$ cat config.mk
export PLATFORM = sky130hd
export DESIGN_NAME = pkt_header_parser
export DESIGN_NICKNAME = d
export VERILOG_FILES = /design/src/rtl/pkt_defs.sv /design/src/rtl/pkt_hdr_shadow.sv /design/src/rtl/pkt_header_parser.sv
export SDC_FILE = /design/constraint.sdc
export NUM_CORES = 1
export LEC_CHECK = 0
export CORE_MARGIN = 2
export CORE_UTILIZATION = 57
export DETAILED_ROUTE_END_ITERATION = 6
export PLACE_DENSITY = 0.84
export RECOVER_POWER = 100
export SKIP_CTS_REPAIR_TIMING = 1
export SLEW_MARGIN = 20
export SYNTH_ARGS = -nofsm -noshare
export SYNTH_HDL_FRONTEND = slang
export SYNTH_SLANG_ARGS = --single-unit
$ cat constraint.sdc
create_clock -name clk -period 5.5 [get_ports clk]
set_clock_uncertainty 0.15 [all_clocks]
set_input_delay 1.1 -clock clk [delete_from_list [all_inputs] [get_ports clk]]
set_output_delay 1.1 -clock clk [all_outputs]
set_load 0.02 [all_outputs]
$ cat src/rtl/pkt_defs.sv
// Shared packet-header definitions: type codes, header byte layout, parser FSM states.
// Latency: n/a (declarations only).
// Backpressure: n/a.
package pkt_defs;

   // Packet type codes carried in bits [2:0] of header byte 0
   localparam logic [2:0] PKT_HB   = 3'b000;  // heartbeat
   localparam logic [2:0] PKT_CHE  = 3'b001;  // CH-election
   localparam logic [2:0] PKT_DATA = 3'b010;  // data
   localparam logic [2:0] PKT_INV  = 3'b011;  // CH-invite
   localparam logic [2:0] PKT_JOIN = 3'b100;  // join
   localparam logic [2:0] PKT_RECL = 3'b101;  // recluster
   localparam logic [2:0] PKT_IDLE = 3'b111;  // idle / no packet

   // Header layout, byte offsets from header start; multi-byte fields are MSB first
   localparam int HDR_LEN    = 10;
   localparam int OFS_TYPE   = 0;
   localparam int OFS_SRC    = 1;
   localparam int OFS_DST    = 3;
   localparam int OFS_HOPS   = 5;
   localparam int OFS_ENERGY = 6;
   localparam int OFS_QVAL   = 8;

   // Byte index counter width; must hold HDR_LEN
   localparam int IDX_WIDTH  = 4;

   typedef enum logic [1:0] {
      ST_IDLE  = 2'd0,
      ST_READ  = 2'd1,
      ST_DRAIN = 2'd2,
      ST_DONE  = 2'd3
   } state_t;

   // Codes 110 and 111 do not name a packet type
   function automatic logic type_valid(input logic [2:0] t);
      return (t <= PKT_RECL);
   endfunction

endpackage

$ cat src/rtl/pkt_hdr_shadow.sv
// Shadow registers for header bytes, written by byte index, assembled into header fields.
// Latency: field outputs include a byte written this cycle (write-through view).
// Backpressure: none; accepts one byte per cycle whenever wr_en is high.
module pkt_hdr_shadow
   import pkt_defs::*;
#(
   parameter int MEM_WIDTH = 8
) (
   input  logic                   clk,
   input  logic                   rst,
   input  logic                   wr_en,
   input  logic [IDX_WIDTH-1:0]   wr_idx,
   input  logic [MEM_WIDTH-1:0]   wr_dat,
   output logic [2:0]             typ,
   output logic [2*MEM_WIDTH-1:0] src,
   output logic [2*MEM_WIDTH-1:0] dst,
   output logic [MEM_WIDTH-1:0]   hops,
   output logic [2*MEM_WIDTH-1:0] energy,
   output logic [2*MEM_WIDTH-1:0] qval
);

   // Only the type bits of byte 0 carry meaning, so only those are stored
   logic [2:0]           typ_q;
   logic [MEM_WIDTH-1:0] byte_q [1:HDR_LEN-1];
   logic [MEM_WIDTH-1:0] byte_v [1:HDR_LEN-1];

   // Write-through view: stored bytes with this cycle's incoming byte merged in
   always_comb begin
      typ = (wr_en && (wr_idx == IDX_WIDTH'(OFS_TYPE))) ? wr_dat[2:0] : typ_q;
      for (int i = 1; i < HDR_LEN; i++) begin
         byte_v[i] = (wr_en && (wr_idx == IDX_WIDTH'(i))) ? wr_dat : byte_q[i];
      end
   end

   // Commit the merged view; reset discards any partially captured header
   always_ff @(posedge clk) begin
      if (rst) begin
         typ_q <= '0;
         for (int i = 1; i < HDR_LEN; i++) begin
            byte_q[i] <= '0;
         end
      end else begin
         typ_q <= typ;
         for (int i = 1; i < HDR_LEN; i++) begin
            byte_q[i] <= byte_v[i];
         end
      end
   end

   assign src    = {byte_v[OFS_SRC],    byte_v[OFS_SRC+1]};
   assign dst    = {byte_v[OFS_DST],    byte_v[OFS_DST+1]};
   assign hops   =  byte_v[OFS_HOPS];
   assign energy = {byte_v[OFS_ENERGY], byte_v[OFS_ENERGY+1]};
   assign qval   = {byte_v[OFS_QVAL],   byte_v[OFS_QVAL+1]};

endmodule

$ cat src/rtl/pkt_header_parser.sv
// Reads a 10-byte packet header from receive memory and presents registered header fields.
// Latency: start -> newpkt/pkt_err 12 cycles; next start accepted 13 cycles after the first.
// Backpressure: none; start while busy is ignored, memory must return data one cycle after a read.
module pkt_header_parser
   import pkt_defs::*;
#(
   parameter int ADDR_WIDTH = 11,
   parameter int MEM_WIDTH  = 8,
   parameter int WORD_WIDTH = 16
) (
   input  logic                  clk,
   input  logic                  rst,
   input  logic                  start,
   input  logic [ADDR_WIDTH-1:0] base_addr,
   output logic                  mem_rd_en,
   output logic [ADDR_WIDTH-1:0] mem_addr,
   input  logic [MEM_WIDTH-1:0]  mem_rdata,
   output logic [2:0]            fPktType,
   output logic [WORD_WIDTH-1:0] fSourceID,
   output logic [WORD_WIDTH-1:0] destinationID,
   output logic [7:0]            fHops,
   output logic [WORD_WIDTH-1:0] fEnergy,
   output logic [WORD_WIDTH-1:0] fQValue,
   output logic                  newpkt,
   output logic                  pkt_err,
   output logic                  busy
);

   state_t                  state_q, state_d;
   logic [ADDR_WIDTH-1:0]   base_q;
   logic [IDX_WIDTH-1:0]    idx_q;
   logic                    cap_vld_q;
   logic [IDX_WIDTH-1:0]    cap_idx_q;

   logic [2:0]              sh_typ;
   logic [2*MEM_WIDTH-1:0]  sh_src, sh_dst, sh_energy, sh_qval;
   logic [MEM_WIDTH-1:0]    sh_hops;

   logic                    last_issue;
   logic                    hdr_done;
   logic                    hdr_ok;

   assign last_issue = (idx_q == IDX_WIDTH'(HDR_LEN - 1));

   // The final byte is on mem_rdata during DRAIN; the shadow's write-through view
   // already contains it, so the output registers load on the DRAIN->DONE edge and
   // the strobe and fields appear together in the DONE cycle.
   assign hdr_done = (state_q == ST_DRAIN);
   assign hdr_ok   = type_valid(sh_typ);

   // FSM state register
   always_ff @(posedge clk) begin
      if (rst) begin
         state_q <= ST_IDLE;
      end else begin
         state_q <= state_d;
      end
   end

   // Next state and memory-side outputs
   always_comb begin
      state_d   = state_q;
      mem_rd_en = 1'b0;
      mem_addr  = '0;
      busy      = (state_q != ST_IDLE);
      case (state_q)
         ST_IDLE: begin
            if (start) begin
               state_d = ST_READ;
            end
         end
         ST_READ: begin
            mem_rd_en = 1'b1;
            mem_addr  = base_q + ADDR_WIDTH'(idx_q);  // wraps modulo memory size
            if (last_issue) begin
               state_d = ST_DRAIN;
            end
         end
         ST_DRAIN: state_d = ST_DONE;
         ST_DONE:  state_d = ST_IDLE;
         default:  state_d = ST_IDLE;
      endcase
   end

   // Base/index sequencing and the one-cycle-delayed capture slot for returning bytes
   always_ff @(posedge clk) begin
      if (rst) begin
         base_q    <= '0;
         idx_q     <= '0;
         cap_vld_q <= 1'b0;
         cap_idx_q <= '0;
      end else begin
         cap_vld_q <= mem_rd_en;
         cap_idx_q <= idx_q;
         if ((state_q == ST_IDLE) && start) begin
            base_q <= base_addr;
            idx_q  <= '0;
         end else if (state_q == ST_READ) begin
            idx_q  <= idx_q + IDX_WIDTH'(1);
         end
      end
   end

   pkt_hdr_shadow #(
      .MEM_WIDTH (MEM_WIDTH)
   ) u_shadow (
      .clk    (clk),
      .rst    (rst),
      .wr_en  (cap_vld_q),
      .wr_idx (cap_idx_q),
      .wr_dat (mem_rdata),
      .typ    (sh_typ),
      .src    (sh_src),
      .dst    (sh_dst),
      .hops   (sh_hops),
      .energy (sh_energy),
      .qval   (sh_qval)
   );

   // Result strobes, and field registers that change only when a valid header completes
   always_ff @(posedge clk) begin
      if (rst) begin
         newpkt        <= 1'b0;
         pkt_err       <= 1'b0;
         fPktType      <= '0;
         fSourceID     <= '0;
         destinationID <= '0;
         fHops         <= '0;
         fEnergy       <= '0;
         fQValue       <= '0;
      end else begin
         newpkt  <= hdr_done && hdr_ok;
         pkt_err <= hdr_done && !hdr_ok;
         if (hdr_done && hdr_ok) begin
            fPktType      <= sh_typ;
            fSourceID     <= sh_src;
            destinationID <= sh_dst;
            fHops         <= sh_hops;
            fEnergy       <= sh_energy;
            fQValue       <= sh_qval;
         end
      end
   end

endmodule

==> key figures, run 1 <==
Drt
  • Final ANT Viol Nets: 0
  • DR WL/cell: 18.1 um
  • First drt pass iteration count: 5
  • Vias: 5291
  • Final WL: 16400 um
  • Via density: 5.82
  • Post-route DRC: 0
  • DRT iter0 DRCs: 339

Layout
  • Nets: 783
  • Area Growth Syn to Fin: 21.4%
  • Register area: 3480 sq um
  • Antenna diode count: 0
  • Fillers: 902
  • Share of layout cells above drive strength 1: 8.92%
  • Multi-input logic area: 2950 sq um

CTS
  • CTS root buffer: clkbuf_16
  • Sinks on Clock Net: 174
  • Clock Pin Slew Worst Setup and Hold Paths: 0.06 ns
  • CTS tree: yes
  • Num CTS Buffers: 17
  • Clk Latency, worst-skew pair: 0.42 ns
  • H-Tree Depth: 4
  • Worst-case clock buffer depth: 2

Place
  • Port bufs: 111
  • Final GP Congestion: 0.848
  • Dpl hpwl: 9800 um

Timing
  • Setup TNS: 0 ns
  • RSZ-0062 raised after global routing: false
  • Final setup violation count: 0
  • WHS: 0.325 ns
  • Period utilization: 78.1%
  • Fmax: 233 MHz
  • Tmin final: 4.29 ns
  • Worst slew margin: -89.5%
  • Slew Limit Fails: 206
  • Hold Fails Final Rpt: 0
  • Slew @ Worst Pin: 2.84 ns

Logic synthesis
  • Syn Nets: 708
  • Largest area contributor in the netlist: dfxtp_1
  • Ranking of synthesized cells by area: dfxtp_1, mux2i_1, a211oi_2
  • Post-synth EDFFs: 0
  • Asr flop ratio synth: 0%
  • Synth Cell Area: 6920 sq um
  • Synth Flop Type: dfxtp_1
  • Seq/Total Area, Yosys: 50.3%
  • Warnings, synthesis: 0
  • Synth Instances: 675
  • Share of the synthesized area in the top cell type: 50.3%
  • Synthesized flop and latch total: 174
  • Yosys cell types: 42
  • Syn Area/Cell: 10.3 sq um

Run
  • Max-cap violations: 2

Run status
  • Failing checks: capacitance limit, slew limit
  • Status: finished, violations left

Floorplan
  • Die height: 114 um
  • Die width: 114 um
  • Core ar.: 11900 sq um
  • Io pins: 112
  • Die area: 13000 sq um
  • Initial core utilization: 58.1%
  • Row count: 40

GRT
  • GR Overflow Total: 0
  • All-layer global routing usage: 25.4%
  • Pin count of the biggest net entering global routing: 132
  • Initial antenna violation count: 0
  • Number of global-route vias before repair: 5253
  • First-pass GRT wire length: 26300 um

Worst setup path
  • Worst EP arrival: 3.04 ns
  • Critical path fanouts, max: 6
  • CP Data Required Time: 4.25 ns
  • Crit Path Class: flip-flop to output port
  • CP Capture Type: output port
  • Critical path launch point type: flip-flop

Pwr
  • Static leakage power: 0.00326 uW
  • Max VDD drop: 0.273 mV
  • Pwr/cell area: 528 nW/um^2

Worst hold path
  • HP Class: flip-flop to flip-flop
## critical path, cell delays in order, from the launching register on
cell	delay, ns
dfxtp_1	0.37
ha_1	0.23
fa_1	0.40
a21o_1	0.18
a21oi_1	0.36
nand3b_1	0.19
mux2i_1	0.20
dlygate4sd3_1	0.69
## synthesized netlist by cell type, types with 2 or more instances
library cell,n
a21o_1,2
nand3b_1,5
nand4_1,2
a31oi_1,2
nor3_1,3
nor2b_1,4
nor2_1,89
clkbuf_1,34
mux2i_1,76
a211oi_1,17
and3_1,3
nand3_1,4
o21ai_0,4
xnor2_1,3
inv_1,6
or3_1,2
and2_1,6
nand2b_1,3
nor2_2,3
dfxtp_1,174
or2_2,2
a21oi_1,89
nand2_1,29
buf_6,7
a211oi_2,60
ha_1,10
nor3b_1,2
buf_2,17
xor2_1,4
## power breakdown
| group | internal [uW] | switching [uW] | total [uW] |
|---|---|---|---|
| clock | 739 | 490 | 1230 |
| combinational | 636 | 891 | 1530 |
| sequential | 1510 | 167 | 1680 |
## cell families (layout without fill, tap and decap cells)
family / count (synthesis) / in the layout / share of synthesized area, %
AO/OA/AOI/OAI: 180 / 180 / 20.5
flip-flops: 174 / 174 / 50.3
AND/OR/NAND/NOR: 162 / 162 / 10.6
multiplexers: 76 / 76 / 11.0
buffers and inverters: 65 / 152 / 4.59
adder cells (fa/ha/maj): 11 / 11 / 2.10
XOR/XNOR: 7 / 7 / 0.886
## stage by stage
stage | cell area [sq um] | cells | util [%] | worst slack [ns] | power, uW
floorplan | 6920 | 675 | - | 2.28 | 2770
global route | 8400 | 909 | 70.5 | 1.08 | 4650
CTS | 8560 | 908 | 71.9 | 1.29 | 4590
global placement | 7950 | 877 | 66.7 | 1.81 | 3310
finish | 8400 | 909 | 70.5 | 1.21 | 4440
detailed placement | 7950 | 877 | 66.7 | 1.75 | 3370
## path summary, 6_finish.rpt
kind	depth (start not counted)	start	end	slack, ns
worst max-delay path	7	idx_q[0]$_SDFFE_PP0P_	mem_addr[6]	1.21
worst min-delay path	2	base_q[2]$_SDFFE_PP0P_	base_q[2]$_SDFFE_PP0P_	0.33
worst max register to register	5	cap_vld_q$_SDFF_PP0_	fHops[2]$_SDFFE_PP0P_	2.42
worst min register to register	2	base_q[2]$_SDFFE_PP0P_	base_q[2]$_SDFFE_PP0P_	0.33
## state kept, by name (all words and copies together) (netlist names), 4 cells and up
signal,count
fSourceID,16
fEnergy,16
u_shadow.byte_q,72
base_q,11
idx_q,4
cap_idx_q,4
fQValue,16
fHops,8
destinationID,16
## per-layer routing
layer / part of all wire, % / GRT usage, % / up-vias
li1: - / - / 2521
met3: 4.5 / 5.35 / 15
met4: 0.91 / 6.91 / 0
met1: 45 / 33.2 / 2604
met2: 49 / 42.9 / 151
met5: 0 / 0 / -
## layout make-up
type | count | share of cell area [%]
sequential | 174 | 41.5
multi-input combinational | 436 | 35.1
timing repair buffer | 115 | 13.7
clock buffer | 19 | 5.39
tap | 147 | 2.19
clock inverter | 12 | 1.92
inverter | 6 | 0.268
## placed cells by master (no fill, tap or decap), types with 2 or more instances in the layout
cell	instances
dfxtp_1	174
dlygate4sd3_1	91
a21oi_1	89
nor2_1	89
mux2i_1	76
a211oi_1	52
nand2_1	29
a211oi_2	25
clkdlybuf4s50_1	19
clkbuf_16	17
ha_1	10
inv_1	6
and2_1	6
nand3b_1	5
o21ai_0	4
nand3_1	4
xor2_1	4
nor2b_1	4
clkinv_4	4
and3_1	3
nand2b_1	3
xnor2_1	3
nor3_1	3
nor2_2	3
bufinv_16	3
clkinvlp_4	3
clkbuf_2	3
nand4_1	2
a21o_1	2
or3_1	2
or2_2	2
nor3b_1	2
a31oi_1	2
clkbuf_8	2
No activity file was read; power rests on OpenSTA's default activity.
==> run 2, diff against run 1 <==
--- a/config.mk
+++ b/config.mk
@@ -6,9 +6,9 @@
 export NUM_CORES = 1
 export LEC_CHECK = 0
 export CORE_MARGIN = 2
-export CORE_UTILIZATION = 57
+export CORE_UTILIZATION = 48
 export DETAILED_ROUTE_END_ITERATION = 6
-export PLACE_DENSITY = 0.84
+export PLACE_DENSITY = 0.76
 export RECOVER_POWER = 100
 export SKIP_CTS_REPAIR_TIMING = 1
 export SLEW_MARGIN = 20
==> constraint.sdc (replaced) <==
create_clock -name clk -period 3.85 [get_ports clk]
set_clock_uncertainty 0.15 [all_clocks]
set_input_delay 0.77 -clock clk [delete_from_list [all_inputs] [get_ports clk]]
set_output_delay 0.77 -clock clk [all_outputs]
set_load 0.02 [all_outputs]
==> run 2 against run 1 <==
Against the previous run:
- the run still ends with capacitance limit, slew limit left
- worst setup slack got worse by 1.1 ns
- count of clock-buffer cells in the layout grew 2
- first-iteration DRC count is 6.2% lower
- critical path type unchanged
- non-clock buffer count increased by 3
- highest routed layer unchanged
- core utilization down 10 points
- sequential share of layout area is 0.20 points lower
- clock power grew 42%
==> key figures, run 2 (synthesized netlist as in run 1, its figures left out) <==
Run status
  • Status: finished, violations left
  • Failing checks: capacitance limit, slew limit

Timing
  • WHS: 0.314 ns
  • Period utilization: 97.4%
  • Fmax: 267 MHz
  • Worst slew margin: -25.7%
  • Final setup violation count: 0
  • Tmin final: 3.75 ns
  • Slew @ Worst Pin: 1.89 ns
  • Slew Limit Fails: 156
  • Hold Fails Final Rpt: 0

Drt
  • Post-route DRC: 0
  • DR WL/cell: 17.3 um
  • DRT iter0 DRCs: 318
  • First drt pass iteration count: 4
  • Via density: 5.55
  • Final WL: 16400 um
  • Final ANT Viol Nets: 0
  • Vias: 5251

GRT
  • Number of global-route vias before repair: 5099
  • Pin count of the biggest net entering global routing: 82
  • All-layer global routing usage: 21.8%
  • Initial antenna violation count: 0
  • First-pass GRT wire length: 25600 um
  • GR Overflow Total: 0

CTS
  • H-Tree Depth: 4
  • Clock Pin Slew Worst Setup and Hold Paths: 0.06 ns
  • Sinks on Clock Net: 174
  • CTS root buffer: clkbuf_16
  • Worst-case clock buffer depth: 2
  • Num CTS Buffers: 17
  • Clk Latency, worst-skew pair: 0.43 ns
  • CTS tree: yes

Worst setup path
  • Worst EP arrival: 2.83 ns
  • CP Data Required Time: 2.93 ns
  • Crit Path Class: flip-flop to output port
  • Critical path fanouts, max: 6
  • R2R Path Start: cap_vld_q$_SDFF_PP0_
  • Critical path launch point type: flip-flop
  • RR Endpoint: destinationID[6]$_SDFFE_PP0P_
  • CP Capture Type: output port
  • Cells on worst reg2reg path: 5
  • Flop-to-flop setup slack: 0.71 ns

Run
  • Max-cap violations: 2

Pwr
  • Pwr/cell area: 748 nW/um^2
  • Switch share: 34.5%
  • Share of power burned in registers: 38.0%
  • Static leakage power: 0.00326 uW
  • Cell internal pwr: 4130 uW
  • Clock Power Share: 27.8%
  • Max VDD drop: 0.403 mV
  • Sw Pwr: 2180 uW
  • Gate power share: 34.3%

Place
  • Placed inst area: 8020 sq um
  • Port bufs: 111
  • Dpl hpwl: 10100 um
  • Placed cells: 913
  • Final GP Congestion: 0.827

Floorplan
  • Die area: 15400 sq um
  • Die height: 124 um
  • Initial core utilization: 49.5%
  • Io pins: 112
  • Die width: 124 um
  • Core ar.: 14000 sq um
  • Row count: 43

Layout
  • Most common cell after layout, fill and taps aside: dfxtp_1
  • Area Growth Syn to Fin: 22.0%
  • Finished Cell Area: 8440 sq um
  • Antenna diode count: 0
  • Nets: 786
  • Commonest cells after routing, fill and taps aside: dfxtp_1, nor2_1, a21oi_1
  • Number of flip-flops in the largest register: 72
  • Share of layout cells above drive strength 1: 9.14%
  • Reg with most FFs: u_shadow.byte_q
  • Finished Layout Cells: 946

Worst hold path
  • HP Class: flip-flop to flip-flop
  • Worst Hold Path Cells: 2
  • Min-delay src: base_q[2]$_SDFFE_PP0P_
  • Hold Path End: base_q[2]$_SDFFE_PP0P_
-- run 2: cell types whose count changed in the layout (fill, tap and decap cells not counted), sizes merged, moves of 2 or more --
cell,delta
buf,+2
clkdlybuf4s50,+2
dlygate4sd3,-4
clkbuf,+5
-- run 2: per-stage QoR --
step,power [uW],worst slack [ns],utilization [%],TNS (ns)
floorplan,3960,0.958,-,0
global placement,4750,0.487,57.4,0
detailed placement,4830,0.423,57.4,0
CTS,6580,-0.0508,61.7,-0.0719
global route,6650,-0.00455,60.4,-0.00455
finish,6310,0.101,60.4,0
-- run 2: final cells by class --
cell class	count	area (sq um)
multi-input cells	436	2950
inverters	6	22.5
repair buffers	118	1160
flip-flops and latches	174	3480
clock inverters	11	139
fillers	1189	5550
clock buffers	21	470
well taps	180	225
-- run 2: worst max-delay path, cell delays in order (launching register included) --
cell and delay [ns]:
dfxtp_1 0.45, ha_1 0.23, fa_1 0.22, a21o_1 0.14, a21oi_2 0.09, or4_1 0.43, a21oi_1 0.21, clkdlybuf4s50_1 0.64
-- run 2: how the worst max path moves through the flow --
stage / start / slack (ns) / end
after floorplan: idx_q[0]$_SDFFE_PP0P_ / 0.96 / mem_addr[10]
after global placement: idx_q[0]$_SDFFE_PP0P_ / 0.49 / mem_addr[10]
after detailed placement: idx_q[0]$_SDFFE_PP0P_ / 0.42 / mem_addr[10]
after CTS: idx_q[0]$_SDFFE_PP0P_ / -0.05 / mem_addr[10]
after global routing: idx_q[0]$_SDFFE_PP0P_ / -0.005 / mem_addr[8]
final: idx_q[0]$_SDFFE_PP0P_ / 0.10 / mem_addr[8]
-- run 2: layer usage --
metal	vias up	wire, um	track usage, %
met1	2556	7520	28.0
met4	0	417	10.8
met2	135	7670	35.2
met3	31	765	3.98
li1	2529	-	-
met5	-	0	0
-- run 2: power groups by stage --
stage | clock (uW) | combinational [uW] | sequential, uW
6_report | 1750 | 2160 | 2400
5_1_grt | 1840 | 2360 | 2440
4_1_cts | 1770 | 2400 | 2410
3_5_place_dp | 0 | 2390 | 2440
3_3_place_gp | 0 | 2330 | 2420
2_1_floorplan | 0 | 1210 | 2750
